==> src/rtl/sync_fifo_pkg.sv <==
// Shared constants and pointer helper for sync_fifo.
// Build option: define FIFO_COUNT_EN to expose the occupancy count port on sync_fifo.
package sync_fifo_pkg;

    localparam int FIFO_DEPTH_DEF = 8;
    localparam int FIFO_WIDTH_DEF = 3;

    // Advance a pointer by one, wrapping from depth-1 back to 0 (depth need not be a power of two)
    function automatic int unsigned ptr_inc(input int unsigned ptr, input int unsigned depth);
        return (ptr == depth - 1) ? 0 : ptr + 1;
    endfunction

endpackage

==> src/rtl/sync_fifo_mem.sv <==
// FIFO storage: DEPTH x WIDTH register array, synchronous write, registered read.
module sync_fifo_mem
    import sync_fifo_pkg::*;
#(
    parameter int DEPTH = FIFO_DEPTH_DEF,
    parameter int WIDTH = FIFO_WIDTH_DEF,
    parameter int PTR_W = $clog2(FIFO_DEPTH_DEF)
) (
    input  logic             clk,
    input  logic             rst,
    input  logic             wr_en,
    input  logic [PTR_W-1:0] wr_addr,
    input  logic [WIDTH-1:0] wr_data,
    input  logic             rd_en,
    input  logic [PTR_W-1:0] rd_addr,
    output logic [WIDTH-1:0] rd_data
);

    logic [DEPTH-1:0][WIDTH-1:0] mem;

    // Storage write; contents need no reset since the pointers make them unreachable
    always_ff @(posedge clk) begin
        if (wr_en) mem[wr_addr] <= wr_data;
    end

    // Registered read port; holds its value when no read is accepted
    always_ff @(posedge clk) begin
        if (rst)        rd_data <= '0;
        else if (rd_en) rd_data <= mem[rd_addr];
    end

endmodule

==> src/rtl/sync_fifo.sv <==
// Single-clock synchronous FIFO with registered read data qualified by rd_vld.
// Build option: FIFO_COUNT_EN adds the fifo_count output (registered occupancy).
module sync_fifo
    import sync_fifo_pkg::*;
#(
    parameter int FIFO_DEPTH = FIFO_DEPTH_DEF,
    parameter int FIFO_WIDTH = FIFO_WIDTH_DEF
) (
    input  logic                              clk,
    input  logic                              rst,
    input  logic                              wr_en,
    input  logic [FIFO_WIDTH-1:0]             wr_data,
    input  logic                              rd_en,
    output logic                              rd_vld,
    output logic                              fifo_empty,
    output logic                              fifo_full,
`ifdef FIFO_COUNT_EN
    output logic [$clog2(FIFO_DEPTH+1)-1:0]   fifo_count,
`endif
    output logic [FIFO_WIDTH-1:0]             rd_data
);

    localparam int PTR_W = $clog2(FIFO_DEPTH);
    localparam int CNT_W = $clog2(FIFO_DEPTH + 1);

    logic [PTR_W-1:0] wr_ptr, rd_ptr;
    logic [CNT_W-1:0] count;
    logic             wr_acc, rd_acc;

    // Flags come from the pre-edge count, so a write while full is refused even if a read
    // frees a slot in the same cycle, and a read while empty never falls through a new write.
    assign wr_acc     = wr_en & ~fifo_full;
    assign rd_acc     = rd_en & ~fifo_empty;
    assign fifo_empty = (count == '0);
    assign fifo_full  = (count == CNT_W'(FIFO_DEPTH));

`ifdef FIFO_COUNT_EN
    assign fifo_count = count;
`endif

    // Pointers, occupancy and read-valid pulse
    always_ff @(posedge clk) begin
        if (rst) begin
            wr_ptr <= '0;
            rd_ptr <= '0;
            count  <= '0;
            rd_vld <= 1'b0;
        end else begin
            rd_vld <= rd_acc;
            if (wr_acc) wr_ptr <= PTR_W'(ptr_inc(32'(wr_ptr), FIFO_DEPTH));
            if (rd_acc) rd_ptr <= PTR_W'(ptr_inc(32'(rd_ptr), FIFO_DEPTH));
            case ({wr_acc, rd_acc})
                2'b10:   count <= count + 1'b1;
                2'b01:   count <= count - 1'b1;
                default: count <= count;
            endcase
        end
    end

    sync_fifo_mem #(
        .DEPTH (FIFO_DEPTH),
        .WIDTH (FIFO_WIDTH),
        .PTR_W (PTR_W)
    ) u_mem (
        .clk     (clk),
        .rst     (rst),
        .wr_en   (wr_acc),
        .wr_addr (wr_ptr),
        .wr_data (wr_data),
        .rd_en   (rd_acc),
        .rd_addr (rd_ptr),
        .rd_data (rd_data)
    );

endmodule

==> config.mk <==
export PLATFORM = sky130hd
export DESIGN_NAME = sync_fifo
export DESIGN_NICKNAME = d
export VERILOG_FILES = /design/src/rtl/sync_fifo_pkg.sv /design/src/rtl/sync_fifo_mem.sv /design/src/rtl/sync_fifo.sv
export SDC_FILE = /design/constraint.sdc
export NUM_CORES = 1
export LEC_CHECK = 0
export ABC_AREA = 0
export BUFFER_PORTS_ARGS = -buffer_cell sky130_fd_sc_hd__buf_4
export CORE_UTILIZATION = 54
export DETAILED_ROUTE_END_ITERATION = 10
export HOLD_SLACK_MARGIN = 0.05
export PLACE_DENSITY = 0.73
export SLEW_MARGIN = 20
export SYNTH_ARGS = -nofsm -noshare
export SYNTH_HDL_FRONTEND = slang
export SYNTH_HIERARCHICAL = 1
export SYNTH_SLANG_ARGS = --single-unit
export TNS_END_PERCENT = 20
==> constraint.sdc <==
create_clock -name clk -period 5.5 [get_ports clk]
set_input_delay 0.55 -clock clk [delete_from_list [all_inputs] [get_ports clk]]
set_output_delay 0.55 -clock clk [all_outputs]
set_load 0.005 [all_outputs]
==> flow_summary.toml, run 1 <==
[run_status]
status = "finished with violations"
violations = "DRC"

[layout]
syn2layout_area_growth_pct = 11.6
drive_gt1_frac = 0.168
nets = 157
final_util = 0.650
n_antenna_cell = 0

[placed_design]
dp_hpwl_mm = 1.95
dp_slack_ns = 2.62
gp_congestion = 0.763
port_buffers = 12

[power]
p_leak_nw = 0.682
peakVddDrop_uv = 218
powerDensity_nw_per_um2 = 441

[synth]
synth.area.top_cells = "edfxtp_1 (44%), dfxtp_1 (17%), mux2i_1 (8.5%)"
synth_xor_area_frac = 0.0106
synthArstFlopShare = 0
ys_seq_area_frac = 0.607
synth-simple-area-share = 0.106
synth.top_cell.area_share = 0.437
synth_cell_types = 27
synth_top_area_cell = "edfxtp_1"
synthCells = 126
synth_edf_count = 24
ys.flop_type = "edfxtp_1"
avgSynthCellArea_um2 = 13.1
yosysMostFrequentCell = "edfxtp_1"
yosys-top-cells-count = "edfxtp_1 (24), nor2_1 (19), dfxtp_1 (14), mux2i_1 (14), a21oi_1 (9)"
ys_seq_elements = 38
synth_top_family_by_area = "multiplexers"
syn_nets = 141
yosys_warnings = 6
synth_adder_area_share = 0.0653
syn-cell-area_um2 = 1650
synth_compound_area_frac = 0.0615
synthMuxAreaShare = 0.126

[clock_tree]
clock_latency_ns = 0.35
clock_sinks = 38
cts_resized = 0
cts.path.max_buffers = 2
cts_hold_buf = 0
cts_tree = "built"
h-tree-depth = 2
clockRootBuffer = "clkbuf_4"
post-cts-setup-buffers = 0
clk_pin_slew_ns = 0.11
cts_buffers = 5

[timing]
max_slew.worst_pin.slew_ns = 0.809
clock-skew-final_ns = 0.00293
fin_crit_sh = 0.538
finalHoldViolations = 0
tns_ns = 0
setup_viol = 0
report.final.slew_viol_count = 0
rsz0062_at_grt = "false"
max_slew_margin = 0.460
worst_slack_ns = 2.54
finalCriticalPeriod_ns = 2.96
fmax_ghz = 0.338

[worst_hold_path]
whs_path_depth = 1
worstHoldPathType = "input port to register"

[routing]
drt_iter0_drc = 62
vias = 1002
dr.pass1.iters = 7
viasPerCell = 5.76
postRouteAntennaNets = 0
drt_wl_total_mm = 2.79
drc = 4
routedWlPerCell_um = 16.0

[floorplanning]
initial_core_util = 0.582
coreArea_um2 = 2830
die_area_um2 = 3280
rows = 19
die_w_um = 57.2
io_pins = 13
fp.dieH_um = 57.2

[critical_path]
criticalPathCategory = "register to register"
r2r.worst_path.cells = 8
cp.required_ns = 5.79
cp_data_arrival_time_ns = 3.25
critPathLaunchType = "register"
end_kind = "register"
crit_fanout = 8

[global_route]
gr-total-overflow = 0
antenna_found_initial = 0
grt.total_usage = 0.200
grt_start_max_net_pins = 16
grt_pass1_vias = 970
grt_pass1_wl_mm = 4.60

[flow_run]
maxCapViolCount = 0
==> final cells by class <==
| class | instances | area [um^2] |
|---|---|---|
| clock buffers | 5 | 37.5 |
| flip-flops and latches | 38 | 1000 |
| inverters | 5 | 18.8 |
| well taps | 31 | 38.8 |
| fillers | 205 | 990 |
| clock inverters | 3 | 45.0 |
| multi-input cells | 80 | 608 |
| repair buffers | 12 | 90.1 |
==> sequential cells by signal (all words and copies together), names as in the netlist <==
name           cells
u_mem/rd_data      3
wr_ptr             3
u_mem/mem         24
rd_vld             1
rd_ptr             3
count              4
==> cell families after synthesis <==
logic type               after synthesis
AO/OA/AOI/OAI                         15
multiplexers                          17
XOR/XNOR                               2
buffers and inverters                  8
AND/OR/NAND/NOR                       38
adder cells (fa/ha/maj)                8
flip-flops                            38
==> stage by stage <==
stage                     cell area (um^2)  power [mW]  cells  hold slack [ns]
after floorplan                       1650       0.552    126            0.473
after global placement                1760       0.612    166            0.477
after detailed placement              1760       0.626    166            0.497
after CTS                             1840       0.815    174            0.425
after global routing                  1840       0.862    174            0.413
final                                 1840       0.810    174            0.442
==> path summary, 6_finish.rpt <==
| path | from | to | slack, ns |
|---|---|---|---|
| worst max register to register | count[0] | count[3] | 2.54 |
| worst max-delay path | count[0] | count[3] | 2.54 |
| worst min-delay path | wr_data[1] | u_mem/mem[19] | 0.44 |
| worst min register to register | u_mem/rd_data[2] | u_mem/rd_data[2] | 0.51 |
==> worst max-delay path, stage by stage (launching register included) <==
cell and delay [ns]:
dfxtp_1 0.39, o41ai_2 0.66, inv_1 0.29, ha_1 0.31
ha_1 0.34, a21oi_1 0.19, a21oi_1 0.11, or4_1 0.46
a21oi_1 0.15
==> routing by layer <==
layer | global-route usage | routed length [um]
met1 | 0.251 | 1270
met2 | 0.316 | 1370
met3 | 0.0748 | 114
met4 | 0.0836 | 32
met5 | 0 | 0
==> layout by cell type, fill, tap and decap left out <==
cell,Yosys,routed
and2_1,1,1
edfxtp_1,24,24
a211oi_1,3,3
o41ai_2,1,1
a21bo_1,1,1
clkinvlp_4,0,2
nor3b_1,1,1
mux2i_1,14,14
dfxtp_1,14,14
a21oi_1,9,9
xor2_1,2,2
fa_1,1,1
clkbuf_4,0,5
bufinv_16,0,1
mux4_2,3,3
inv_1,5,5
ha_1,7,7
nand2b_1,3,3
and3_1,1,1
nor3_1,4,4
nor4_1,1,1
or3_1,1,1
nand3_1,1,1
nor2_1,19,19
buf_4,0,12
nand2_1,5,5
or4_1,1,1
o31ai_1,1,1
==> power breakdown <==
part / internal [mW] / total [mW] / switching [mW] / leakage, nW
Clock: 0.0953 / 0.189 / 0.0939 / 0.0374
Sequential: 0.339 / 0.390 / 0.0514 / 0.333
Combinational: 0.118 / 0.231 / 0.113 / 0.312
Note: power is estimated with default switching activity, not from simulation.
==> inputs of run 2 (changes only) <==
CORE_UTILIZATION = 52   (was 54)
clock period = 2.6 ns   (was 5.5 ns; I/O delays follow)
==> run 2 against run 1 <==
The run now ends clean. Maximum frequency is 22% higher. Critical path depth is the same. Via count rose by 1.7%. Routed wire length is 0.25% lower. Clock skew about the same. Clock power increased to 2.7 times the previous value. Hold slack got worse by 0.29 ns. Register-to-register slack got worse by 2.4 ns. Cell count grew 9.2%. Total power increased by 130%.
==> flow_summary.toml, run 2 (same netlist as run 1, synthesis figures left out) <==
[routing]
routedWlPerCell_um = 14.7
vias = 1019
drc = 0
drt_iter0_drc = 70
drt_wl_total_mm = 2.79
dr.pass1.iters = 4
viasPerCell = 5.36
postRouteAntennaNets = 0

[timing]
setup_viol = 0
max_slew.worst_pin.slew_ns = 0.754
finalHoldViolations = 0
whs_ns = 0.148
clock-skew-final_ns = 0.00318
report.final.slew_viol_count = 0
tns_ns = 0
finalCriticalPeriod_ns = 2.43
max_slew_margin = 0.496
rsz0062_at_grt = "false"
fmax_ghz = 0.412
fin_crit_sh = 0.933

[placed_design]
port_buffers = 12
place_area_um2 = 1800
dp_hpwl_mm = 1.96
gp_congestion = 0.739

[run_status]
status = "finished clean"

[power]
p_leak_nw = 0.716
powerDensity_nw_per_um2 = 967
power_mw = 1.84
peakVddDrop_uv = 372

[clock_tree]
clock_sinks = 38
clock_latency_ns = 0.34
clockRootBuffer = "clkbuf_4"
cts_resized = 0
cts_buffers = 5
cts_tree = "built"
clk_pin_slew_ns = 0.12
h-tree-depth = 2
cts_hold_buf = 0
post-cts-setup-buffers = 0
cts.path.max_buffers = 2

[layout]
multi_input_area_um2 = 612
final_cell_mix = "edfxtp_1 (24), nor2_1 (19), buf_4 (15), mux2i_1 (14), dfxtp_1 (14)"
reg.largest.list = "u_mem/mem x24, count x4"
largest_reg_flops = 24
final_util = 0.629
syn2layout_area_growth_pct = 15.6
regMostFlops = "u_mem/mem"
register_area_um2 = 1000
drive_gt1_frac = 0.192
nets = 160
num-fill-cells = 240
mostFrequentLayoutCell = "edfxtp_1"
stdcell_area_um2 = 1910
n_antenna_cell = 0

[critical_path]
cp_top_family = "compound AO/OA/AOI/OAI gates"
path_cells = "o41ai_2 > inv_1 > ha_1 > ha_1 > a21oi_2 > a21oi_1 > or4_1 > a21oi_1"
critPathLaunchType = "register"
criticalPathCategory = "register to register"
end_kind = "register"
crit_fanout = 6
cp_slowest_cell = "or4_1"
slowest_delay_ns = 0.46
r2r_slack_ns = 0.17
path_buf_inv = 1
cp.required_ns = 2.88
cp_data_arrival_time_ns = 2.71

[flow_run]
maxCapViolCount = 0

[floorplanning]
fp.dieH_um = 58.3
rows = 20
die_area_um2 = 3400
initial_core_util = 0.544
io_pins = 13
die_w_um = 58.3
coreArea_um2 = 3030

[worst_hold_path]
worstHoldPathType = "input port to register"

[global_route]
grt_pass1_wl_mm = 4.53
gr-total-overflow = 0
antenna_found_initial = 0
grt_start_max_net_pins = 15
grt.total_usage = 0.187
grt_pass1_vias = 919
==> run 2: worst paths after layout <==
path | start | to | depth (start not counted)
worst max-delay path | count[3] | count[3] | 8
worst min-delay path | wr_data[0] | u_mem/mem[21] | 1
worst max register to register | count[3] | count[3] | 8
worst min register to register | u_mem/rd_data[1] | u_mem/rd_data[1] | 2
==> run 2: area by class of cell <==
| cell class | instances | share of cell area |
|---|---|---|
| inverter | 5 | 0.00985 |
| tap | 44 | 0.0289 |
| sequential | 38 | 0.525 |
| multi-input combinational | 80 | 0.321 |
| timing repair buffer | 15 | 0.0591 |
| clock inverter | 3 | 0.0361 |
| clock buffer | 5 | 0.0197 |
==> run 2: report_power, final <==
part	leakage, nW	switching [mW]	internal, mW
Clock	0.0554	0.201	0.301
Combinational	0.328	0.243	0.276
Sequential	0.333	0.104	0.717
Total	0.716	0.548	1.29
==> run 2: per-layer routing <==
| metal | vias to the layer above | wire length [um] | GRT usage |
|---|---|---|---|
| li1 | 502 | - | - |
| met5 | - | 0 | 0 |
| met4 | 0 | 47 | 0.0782 |
| met2 | 22 | 1370 | 0.278 |
| met1 | 489 | 1270 | 0.256 |
| met3 | 6 | 97 | 0.0615 |
==> run 2: metrics by stage <==
step	cells	worst slack [ns]
after detailed placement	182	0.191
after global routing	190	0.0161
final	190	0.173
after floorplan	126	0.00587
after CTS	190	0.150
after global placement	182	0.306
==> run 2: worst reg2reg max path, stage by stage (launching register included) <==
cell,delay [ns]
dfxtp_1,0.38
o41ai_2,0.43
inv_1,0.12
ha_1,0.23
ha_1,0.34
a21oi_2,0.18
a21oi_1,0.09
or4_1,0.46
a21oi_1,0.14
==> inputs of run 3 (changes only) <==
REMOVE_ABC_BUFFERS = 1   (was not set)
==> run 3 against run 2 <==
Combinational power decreased by 2%. First-iteration DRC count shrank 2.9%. Core utilization is 1.9 points lower. Via count decreased by 3.1%. Clock-buffer cell count rose by 1. Register-to-register slack barely moved. Clock power is 43% lower. Final area decreased by 3.1%. Highest routed layer unchanged. Largest cell class unchanged. Hold slack improved by 0.011 ns. Total power shrank 12%. Non-clock buffer count is the same.
==> flow_summary.toml, run 3 (same netlist as run 1, synthesis figures left out) <==
[layout]
largest_reg_flops = 24
regMostFlops = "u_mem/mem"
mostFrequentLayoutCell = "edfxtp_1"
num-fill-cells = 244
register_area_um2 = 1000
n_antenna_cell = 0
nets = 160
drive_gt1_frac = 0.185
syn2layout_area_growth_pct = 12.1
final_cell_mix = "edfxtp_1 (24), nor2_1 (19), buf_4 (15), mux2i_1 (14), dfxtp_1 (14)"
multi_input_area_um2 = 608
reg.largest.list = "u_mem/mem x24, count x4"

[timing]
fin_crit_sh = 0.938
tns_ns = 0
max_slew_margin = 0.503
max_slew.worst_pin.slew_ns = 0.744
finalHoldViolations = 0
report.final.slew_viol_count = 0
finalCriticalPeriod_ns = 2.44
clock-skew-final_ns = 0.00815
setup_viol = 0
fmax_ghz = 0.410
rsz0062_at_grt = "false"

[routing]
dr.pass1.iters = 4
drt_wl_total_mm = 2.72
drt_iter0_drc = 68
vias = 987
postRouteAntennaNets = 0
drc = 0
routedWlPerCell_um = 14.3
viasPerCell = 5.19

[critical_path]
cp_top_family = "compound AO/OA/AOI/OAI gates"
critPathLaunch = "count[0]"
cp.required_ns = 2.87
path_cells = "o41ai_2 > inv_1 > ha_1 > ha_1 > a21oi_1 > a21oi_1 > or4_1 > a21oi_1"
rr_startpoint = "count[0]"
cp_slowest_cell = "or4_1"
criticalPathCategory = "register to register"
crit_fanout = 6
slowest_delay_ns = 0.47
end_kind = "register"
cp_common_cell = "a21oi_1"
cp_data_arrival_time_ns = 2.71
critPathLaunchType = "register"
path_buf_inv = 1

[flow_run]
maxCapViolCount = 0

[power]
power_mw = 1.62
powerDensity_nw_per_um2 = 876
p_leak_nw = 0.688
peakVddDrop_uv = 440

[floorplanning]
die_w_um = 58.3
fp.dieH_um = 58.3
rows = 20
die_area_um2 = 3400
io_pins = 13
coreArea_um2 = 3030
initial_core_util = 0.544

[run_status]
status = "finished clean"

[clock_tree]
clock_latency_ns = 0.34
clk_pin_slew_ns = 0.11
post-cts-setup-buffers = 0
h-tree-depth = 2
cts_buffers = 5
clock_sinks = 38
cts.path.max_buffers = 2
clockRootBuffer = "clkbuf_4"
cts_tree = "built"

[placed_design]
dp_hpwl_mm = 1.96
gp_congestion = 0.781
port_buffers = 12

[global_route]
grt_pass1_vias = 979
antenna_found_initial = 0
grt_pass1_wl_mm = 4.68
grt.total_usage = 0.195
grt_start_max_net_pins = 15
gr-total-overflow = 0

[worst_hold_path]
worst_hold_startpoint = "wr_data[0]"
worstHoldPathType = "input port to register"
[run 3: cell types whose count changed in the layout (fill, tap and decap cells not counted)]
cell	previous run	this run
a21bo_1	1	0
a21bo_2	0	1
a21oi_1	8	9
a21oi_2	1	0
bufinv_16	2	0
clkbuf_1	0	1
clkinv_2	0	2
clkinv_4	1	0
[run 3: report_power, final]
part,internal (mW),switching [mW]
clock network,0.103,0.183
registers,0.717,0.105
logic,0.275,0.236
total,1.10,0.523
[run 3: worst paths after layout]
| kind | endpoint | slack, ns | cells past startpoint |
|---|---|---|---|
| min | u_mem/mem[0] | 0.16 | 1 |
| max | count[3] | 0.16 | 8 |
| min reg2reg | u_mem/rd_data[0] | 0.51 | 2 |
| max reg2reg | count[3] | 0.16 | 8 |
[run 3: final cells by class]
class,count,share of cell area
Clock inverter,2,0.00542
Inverter,5,0.0102
Multi-Input combinational cell,80,0.329
Tap cell,44,0.0298
Timing Repair Buffer,15,0.0610
Clock buffer,6,0.0224
Sequential cell,38,0.542
[run 3: per-layer routing]
layer	GRT usage	up-vias	share of wire
met1	0.266	459	0.47
met4	0.102	0	0.020
met3	0.0462	7	0.029
met5	0	-	0
li1	-	501	-
met2	0.292	20	0.48
[run 3: through the flow]
step / setup WS, ns / utilization / instances / area (um^2) / hold WS (ns)
finish: 0.162 / 0.610 / 190 / 1850 / 0.159
global route: 0.0120 / 0.610 / 190 / 1850 / 0.138
CTS: 0.152 / 0.610 / 190 / 1850 / 0.147
detailed placement: 0.178 / 0.593 / 182 / 1800 / 0.497
global placement: 0.313 / 0.593 / 182 / 1800 / 0.479
floorplan: 0.00585 / - / 123 / 1630 / 0.329
[run 3: repair_timing]
| action | in CTS | in global routing |
|---|---|---|
| gates resized for setup | 0 | 1 |
| hold buffers | 0 | 0 |
| setup endpoints to repair | 0 | 1 |
| endpoints found under the hold margin | 0 | 0 |
